## config.mk

```make
export PLATFORM = sky130hd
export DESIGN_NAME = run_sequencer
export DESIGN_NICKNAME = d
export VERILOG_FILES = /design/src/rtl/run_seq_pkg.sv /design/src/rtl/sat_counter.sv /design/src/rtl/run_sequencer.sv
export SDC_FILE = /design/constraint.sdc
export NUM_CORES = 1
export LEC_CHECK = 0
export ABC_AREA = 0
export BUFFER_PORTS_ARGS = -buffer_cell sky130_fd_sc_hd__clkbuf_2
export CORE_MARGIN = 10
export CORE_UTILIZATION = 35
export CTS_CLUSTER_SIZE = 8
export DETAILED_ROUTE_END_ITERATION = 7
export GPL_ROUTABILITY_DRIVEN = 0
export SYNTH_ARGS = -nofsm -noshare
export SYNTH_HDL_FRONTEND = slang
export SYNTH_SLANG_ARGS = --single-unit
```

## constraint.sdc

```tcl
create_clock -name clk -period 1.8 [get_ports clk]
set_input_delay 0.18 -clock clk [delete_from_list [all_inputs] [get_ports clk]]
set_output_delay 0.18 -clock clk [all_outputs]
set_load 0.01 [all_outputs]
```

## src/rtl/run_seq_pkg.sv

```systemverilog
// Shared types and default parameters for the batch run sequencer.
// The optional watchdog is enabled by defining RUN_SEQ_WATCHDOG_EN.
package run_seq_pkg;

    typedef enum logic [2:0] {
        IDLE,
        RST,
        REQ,
        RUN,
        NEXT,
        FIN
    } run_state_t;

    localparam int DEF_NUM_PROGS   = 3;
    localparam int DEF_CNT_W       = 16;
    localparam int DEF_RESET_CYC   = 4;
    localparam int DEF_TIMEOUT_CYC = 4096;

    // Index width for n items, never narrower than one bit.
    function automatic int idx_width(input int n);
        return (n <= 1) ? 1 : $clog2(n);
    endfunction

endpackage

```

## src/rtl/sat_counter.sv

```systemverilog
// Up-counter that clears on demand and sticks at all-ones instead of wrapping.
module sat_counter #(
    parameter int W = 8
) (
    input  logic         clk,
    input  logic         reset,
    input  logic         clr,
    input  logic         inc,
    output logic [W-1:0] q
);

    logic [W-1:0] r_q;

    always_ff @(posedge clk) begin
        if (reset || clr) begin
            r_q <= '0;
        end else if (inc && (r_q != '1)) begin
            r_q <= r_q + W'(1);
        end
    end

    assign q = r_q;

endmodule

```

## src/rtl/run_sequencer.sv

```systemverilog
// Runs a batch of programs on the core: reset, one-cycle req, wait for done, report cycles.
// Define RUN_SEQ_WATCHDOG_EN to abort a program that runs TIMEOUT_CYC cycles without done.
//
//   state | meaning
//   IDLE  | core held in reset, waiting for start
//   RST   | core reset asserted for RESET_CYC cycles, cycle counter cleared
//   REQ   | one-cycle request to the core, counter starts at 1
//   RUN   | counting cycles until core_done (or watchdog)
//   NEXT  | publish result, advance to next program or finish
//   FIN   | batch complete, core released from reset for inspection
module run_sequencer import run_seq_pkg::*; #(
    parameter int NUM_PROGS   = DEF_NUM_PROGS,
    parameter int CNT_W       = DEF_CNT_W,
    parameter int RESET_CYC   = DEF_RESET_CYC,
    parameter int TIMEOUT_CYC = DEF_TIMEOUT_CYC,
    parameter int IDX_W       = idx_width(NUM_PROGS)
) (
    input  logic             clk,
    input  logic             reset,
    input  logic             start,
    output logic             core_reset,
    output logic             core_req,
    input  logic             core_done,
    output logic [IDX_W-1:0] prog_idx,
    output logic             busy,
    output logic             done,
    output logic             timeout,
    output logic             cyc_valid,
    output logic [IDX_W-1:0] cyc_prog,
    output logic [CNT_W-1:0] cyc_count
);

    localparam int HOLD_W = idx_width(RESET_CYC);
    localparam logic [IDX_W-1:0]  LAST_PROG = IDX_W'(NUM_PROGS - 1);
    localparam logic [HOLD_W-1:0] HOLD_LAST = HOLD_W'(RESET_CYC - 1);

    run_state_t       r_state;
    logic             r_core_reset;
    logic             r_core_req;
    logic [IDX_W-1:0] r_prog_idx;
    logic             r_busy;
    logic             r_done;
    logic             r_timeout;
    logic             r_cyc_valid;
    logic [IDX_W-1:0] r_cyc_prog;
    logic [CNT_W-1:0] r_cyc_count;

    logic [CNT_W-1:0]  w_cnt_q;
    logic              w_cnt_clr;
    logic              w_cnt_inc;
    logic [HOLD_W-1:0] w_hold_q;
    logic              w_hold_clr;
    logic              w_hold_inc;
    logic              w_hold_last;
    logic              w_wd_hit;

`ifdef RUN_SEQ_WATCHDOG_EN
    assign w_wd_hit = (r_state == RUN) && !core_done && (w_cnt_q >= CNT_W'(TIMEOUT_CYC));
`else
    assign w_wd_hit = 1'b0;
`endif

    // The cycle counter holds on the cycle that ends RUN so NEXT can report it.
    assign w_cnt_clr = (r_state == RST);
    assign w_cnt_inc = (r_state == REQ) || ((r_state == RUN) && !core_done && !w_wd_hit);

    assign w_hold_clr  = (r_state != RST);
    assign w_hold_inc  = (r_state == RST);
    assign w_hold_last = (w_hold_q == HOLD_LAST);

    sat_counter #(.W(CNT_W)) u_cyc_cnt (
        .clk   (clk),
        .reset (reset),
        .clr   (w_cnt_clr),
        .inc   (w_cnt_inc),
        .q     (w_cnt_q)
    );

    sat_counter #(.W(HOLD_W)) u_hold_cnt (
        .clk   (clk),
        .reset (reset),
        .clr   (w_hold_clr),
        .inc   (w_hold_inc),
        .q     (w_hold_q)
    );

    always_ff @(posedge clk) begin
        if (reset) begin
            r_state      <= IDLE;
            r_core_reset <= 1'b1;
            r_core_req   <= 1'b0;
            r_prog_idx   <= '0;
            r_busy       <= 1'b0;
            r_done       <= 1'b0;
            r_timeout    <= 1'b0;
            r_cyc_valid  <= 1'b0;
            r_cyc_prog   <= '0;
            r_cyc_count  <= '0;
        end else begin
            r_core_req  <= 1'b0;
            r_cyc_valid <= 1'b0;
            case (r_state)
                IDLE, FIN: begin
                    if (start) begin
                        r_state      <= RST;
                        r_prog_idx   <= '0;
                        r_done       <= 1'b0;
                        r_timeout    <= 1'b0;
                        r_core_reset <= 1'b1;
                        r_busy       <= 1'b1;
                    end
                end
                RST: begin
                    if (w_hold_last) begin
                        r_state      <= REQ;
                        r_core_reset <= 1'b0;
                        r_core_req   <= 1'b1;
                    end
                end
                REQ: begin
                    r_state <= RUN;
                end
                RUN: begin
                    if (core_done || w_wd_hit) begin
                        r_state     <= NEXT;
                        r_cyc_valid <= 1'b1;
                        r_cyc_prog  <= r_prog_idx;
                        r_cyc_count <= w_cnt_q;
                        if (w_wd_hit) begin
                            r_timeout <= 1'b1;
                        end
                    end
                end
                NEXT: begin
                    if (r_prog_idx == LAST_PROG) begin
                        r_state <= FIN;
                        r_busy  <= 1'b0;
                        r_done  <= 1'b1;
                    end else begin
                        r_state      <= RST;
                        r_prog_idx   <= r_prog_idx + IDX_W'(1);
                        r_core_reset <= 1'b1;
                    end
                end
                default: begin
                    r_state <= IDLE;
                end
            endcase
        end
    end

    assign core_reset = r_core_reset;
    assign core_req   = r_core_req;
    assign prog_idx   = r_prog_idx;
    assign busy       = r_busy;
    assign done       = r_done;
    assign timeout    = r_timeout;
    assign cyc_valid  = r_cyc_valid;
    assign cyc_prog   = r_cyc_prog;
    assign cyc_count  = r_cyc_count;

endmodule

```

### Yosys cells after proc, flatten, opt, wreduce, memory -nomap -nowiden

Index checks and enable logic that the tools add are counted.

| storage, ports and cells | value |
|---|---|
| bits in writable memories | 0 |
| latch bits | 0 |
| output and inout port bits | 26 |
| logic and storage cells | 68 |
| memories | 0 |
| flip-flop bits (word level) | 46 |
| bits in read-only memories | 0 |

| operators by class | value |
|---|---|
| muxes and demuxes | 19 |
| bitwise logic cells | 2 |
| equal/unequal tests | 15 |
| reductions and logical operators | 18 |
| $add $sub $neg | 3 |
| divide/modulo/power cells | 0 |
| $lt $le $gt $ge | 0 |
| multipliers | 0 |
| shift-type cells | 0 |

Operators with widths:

| operator | count |
|---|---|
| $add 16x1->16 const B | 1 |
| $ne 16x16->1 const B | 1 |
| $pmux 3 s5 | 1 |
| $mux 3 | 4 |
| $ne 2x2->1 const B | 6 |
| $reduce_and 3->1 | 3 |
| $mux 1 | 8 |
| $eq 3x2->1 const B | 2 |
| $eq 3x3->1 const B | 2 |
| $reduce_or 2->1 | 3 |
| $add 2x1->2 const B | 2 |
| $eq 2x2->1 const B | 2 |
| $mux 2 | 2 |
| $pmux 1 s2 | 2 |
| $pmux 2 s2 | 1 |
| $reduce_and 4->1 | 1 |
| $eq 3x1->1 const B | 1 |
| $logic_and 1x1->1 | 3 |
| $logic_not 3->1 | 1 |
| $logic_or 1x1->1 | 3 |
| $ne 3x1->1 const B | 1 |
| $pmux 1 s3 | 1 |
| $reduce_bool 3->1 | 1 |
| $not 1->1 | 2 |
| other kinds (3) | 3 |

### Logic depth before layout (Yosys ltp)

| logic depth | value |
|---|---|
| depth in word-level cells | 4 |
| depth in mapped cells | 6 |
| mapped depth without buffers | 6 |

### By module

Synthesis repeated with hierarchy kept, for this count alone.

| unflattened totals | value |
|---|---|
| cells, all modules | 245 |
| area total of the unflattened synthesis | 2109.5 sq um |

Modules (own cells, without submodules):

| module | area each (sq um) | seq. area each (sq um) | cells an instance | instances |
|---|---|---|---|---|
| run_sequencer | 1157.4 | 560.5 | 142 | 1 |
| sat_counter (u_cyc_cnt) | 847.1 | 320.3 | 95 | 1 |
| sat_counter (u_hold_cnt) | 105.1 | 40.0 | 8 | 1 |

### Worst setup path after synthesis

Ideal clock, no wire load.

| timing | value |
|---|---|
| kind | reg2reg |
| start | reg u_cyc_cnt.r_q[2], in the netlist u_cyc_cnt.q[2] |
| end | reg u_cyc_cnt.r_q[12], in the netlist u_cyc_cnt.q[12] |
| arrival | 1.397 ns |
| stages on the path, launching flop included | 6 |
| clock period less this slack | 1.467 ns |
| setup slack | 0.333 ns |
| library setup time | 0.070 ns |
| path through | dfxtp_1 buf_2 and4_4 nand3_4 or4_1 a21oi_1 |

| on the way | value |
|---|---|
| longest elaborated chain between the ends | 2 |
| elaborated cells between the ends (all ways) | 3 |

RTL lines:

| item | RTL line | text |
|---|---|---|
| start: declaration | sat_counter.sv:12 | `logic [W-1:0] r_q;` |
| start signal: assignment | sat_counter.sv:18 | `r_q <= r_q + W'(1);` |
| parallel branches: the longest is 2 deep, another holds $add 16x1->16 | n/a |  |

Parallel ways; which one is timed is not known.
A chain may end at the register's enable or synchronous reset.

### Worst setup path in the final report

| timing | value |
|---|---|
| start | reg r_state[0] |
| end | reg u_cyc_cnt.r_q[5], in the netlist u_cyc_cnt.q[5] |

| on the way | value |
|---|---|
| longest elaborated chain between the ends | 4 |
| elaborated cells between the ends (all ways) | 7 |

RTL lines:

| item | RTL line | text |
|---|---|---|
| start: declaration | run_sequencer.sv:37 | `run_state_t r_state;` |
| start signal: assignment | run_sequencer.sv:89 | `r_state <= IDLE;` |
| start signal: assignment | run_sequencer.sv:105 | `r_state <= RST;` |
| start signal: assignment | run_sequencer.sv:115 | `r_state <= REQ;` |
| $eq 3x2->1 | run_sequencer.sv:65 | `assign w_cnt_inc = (r_state == REQ) \|\| ((r_state == RUN) && !core_done && !w_wd_hit);` |
| $logic_and 1x1->1 | run_sequencer.sv:65 |  |
| $logic_or 1x1->1 | run_sequencer.sv:65 |  |
| $logic_and 1x1->1 | sat_counter.sv:17 | `end else if (inc && (r_q != '1)) begin` |

Parallel ways exist; a longest one is shown, timed or not.

==> qor.txt <==
Max-slew violations: 0
Met1 Resource Use GR: 0.123
Fin util: 0.434
Launching point of the worst reg2reg path: r_state[0]
WHS Path Cells: 4
Hold_ws: 0.284 ns
Antenna viol nets, final: 0
Hold_buf cts: 0
Max VDD drop: 0.447 mV
Layout cells sized above 1: 0.212
CTS buffer count: 5
R2R Setup Slk: 0.19 ns
Final setup violation count: 0
DRC: 0
Top FF cell, synth: dfxtp_1
Via/cell ratio: 5.31
H-tree Lvls: 2
R2R cell count: 4
Clk_lat worst skew: 0.30 ns
Min Tclk post-route: 1.61 ns
Max Root-Sink Buffers: 2
Peak fanout along the critical path: 13
CTS root buf: clkbuf_8
Area grow syn2layout: 19.2%
Post-Route Setup TNS: 0 ns
Die outline area: 9740 um^2
Nets@finish: 299
Antenna violations before repair: 0
Final Hold Fails: 0
Worst hold endpoint: cyc_prog[1]
Antenna Cells: 0
Post-Syn Instances: 260
Busiest grt layer: met2
Sequential area share after synthesis: 0.425
TritonRoute pass-1 iters: 4
CP required: 2.04 ns
Largest net degree at the start of global routing: 20
Yosys reg bits: 46
Worst Path Arrival: 1.84 ns
Syn Nets: 267
Most common cell after layout, fill and taps aside: nand2_1
Die X: 98.7 um
Final Skew: 0.00992 ns
Period utilization: 0.893
Worst r2r dst: u_cyc_cnt.q[5]
Clk sinks: 46
Clk slew on worst S/H paths: 0.09 ns
Yosys cell types: 45
Type of origin of the critical path: register
CTS tree: done
Maximum Capacitance Violations: 0
Post-synth EDFFs: 0
Via count: 1953
Synth Warn #: 0
CP Capture Type: register
Vias in the first global route: 1866
Critical path class: register to register
All-Layer GR Usage: 0.104
HPWL after detailed placement: 3670 um
Die Y: 98.7 um
DRT Wirelength: 4970 um
Status: finished clean
Syn_area_per_cell: 8.33 um^2
GR met3 Demand/Resource: 0.0265
Core area: 5960 um^2
Commonest cells after routing, fill and taps aside: nand2_1, dfxtp_1, a21oi_1
Initial Utilization: 0.364
Port Buffer Count: 28
Placed cell count: 360
Worst Hold Class: primary input to register
RSZ-0062 raised after global routing: no
Synth top area cells: dfxtp_1, nand2_1, a21oi_1, mux2i_1, or4_1
First-pass GRT wire length: 8760 um
Synth area leader: dfxtp_1
Power per cell area: 890 nW/um^2
GRT overflow: 0
Number of top-level pins: 30
DRT iter0 DRCs: 97
Fmax: 0.622 GHz
# rows: 28
Final std cells w/o fill: 368
Post-DR wirelength/cell: 13.5 um
Met2 usage: 0.178
Post-CTS Setup Bufs: 0
Asr flop ratio synth: 0
Top-area cell type share of the netlist area: 0.425
Hold Crit Start: core_done
Cell area after synthesis: 2170 um^2
Lkg Pwr: 0.915 nW
## synth_stat cells (all sizes together), types with 2 or more instances
cell type,n
a211o,3
a211oi,2
a21o,2
a21oi,31
a31oi,2
and4,2
buf,8
clkbuf,9
dfxtp,46
ha,3
inv,6
mux2i,8
nand2,55
nand2b,4
nand3,8
nand3b,2
nand4,5
nor2,9
nor2b,3
nor3,5
nor3b,2
nor4,7
o21a,3
o21ai,3
o311ai,2
o31ai,5
o41ai,2
or3,7
or4,7
## flip-flops by register name, indices dropped and copies added (netlist names)
signal and flops:
u_cyc_cnt.q 16, cyc_prog 2, busy 1, cyc_count 16, u_hold_cnt.q 2, prog_idx 2
r_state 3, core_reset 1, done 1, cyc_valid 1, core_req 1
## cell families after synthesis
group | synth area share
and+or+nand+nor | 0.298
AOI/OAI and AO/OA | 0.164
DFF | 0.425
buffers and inverters | 0.0473
muxes | 0.0421
adders and majority gates | 0.0173
other | 0.00173
xor gates and xnor gates | 0.00404
## cell type report
cell class	instances	area, um^2
clock buffer	5	68.8
clock inverter	3	68.8
fill	620	3370
inverter	6	22.5
multi-input combinational	191	1160
sequential	46	922
tap	75	93.8
timing repair buffer	42	245
## metal layers
layer | routed length [um] | part of all wire | vias up
met5 | 0 | 0 | -
li1 | - | - | 996
met4 | 44 | 0.0088 | 0
met1 | 2360 | 0.48 | 928
met2 | 2380 | 0.48 | 22
met3 | 184 | 0.037 | 7
## worst max-delay path, cell delays in order, from the launching register on
cell	delay [ns]
dfxtp_1	0.43
nand2_1	0.25
nand4_4	0.20
or4_1	0.51
a21oi_1	0.14
## power by group
group          internal, mW  switching, mW
registers              1.05         0.0370
clock network         0.556          0.368
logic                 0.127          0.165
total                  1.73          0.570
## through the flow
step           setup WS (ns)  area, um^2  total power [mW]
5_1_grt               0.0161        2580              2.40
3_5_place_dp           0.171        2430              1.40
3_3_place_gp           0.182        2430              1.40
4_1_cts                0.146        2560              2.32
2_1_floorplan          0.333        2170              1.31
6_report               0.193        2580              2.30
## worst max path at each step
stage	from	to	slack (ns)	cells past startpoint
after floorplan	u_cyc_cnt.q[2]	u_cyc_cnt.q[12]	0.33	5
after global placement	r_state[0]	u_cyc_cnt.q[12]	0.18	4
after detailed placement	r_state[0]	u_cyc_cnt.q[14]	0.17	4
after CTS	r_state[0]	u_cyc_cnt.q[4]	0.15	4
after global routing	u_cyc_cnt.q[8]	u_cyc_cnt.q[6]	0.02	4
final	r_state[0]	u_cyc_cnt.q[5]	0.19	4
## timing repair
action | 4_1_cts | 5_1_grt
hold endpoints to repair | 0 | 0
gates resized for setup | 0 | 4
endpoints found under the setup margin | 0 | 9
No activity file was read; power rests on OpenSTA's default activity.
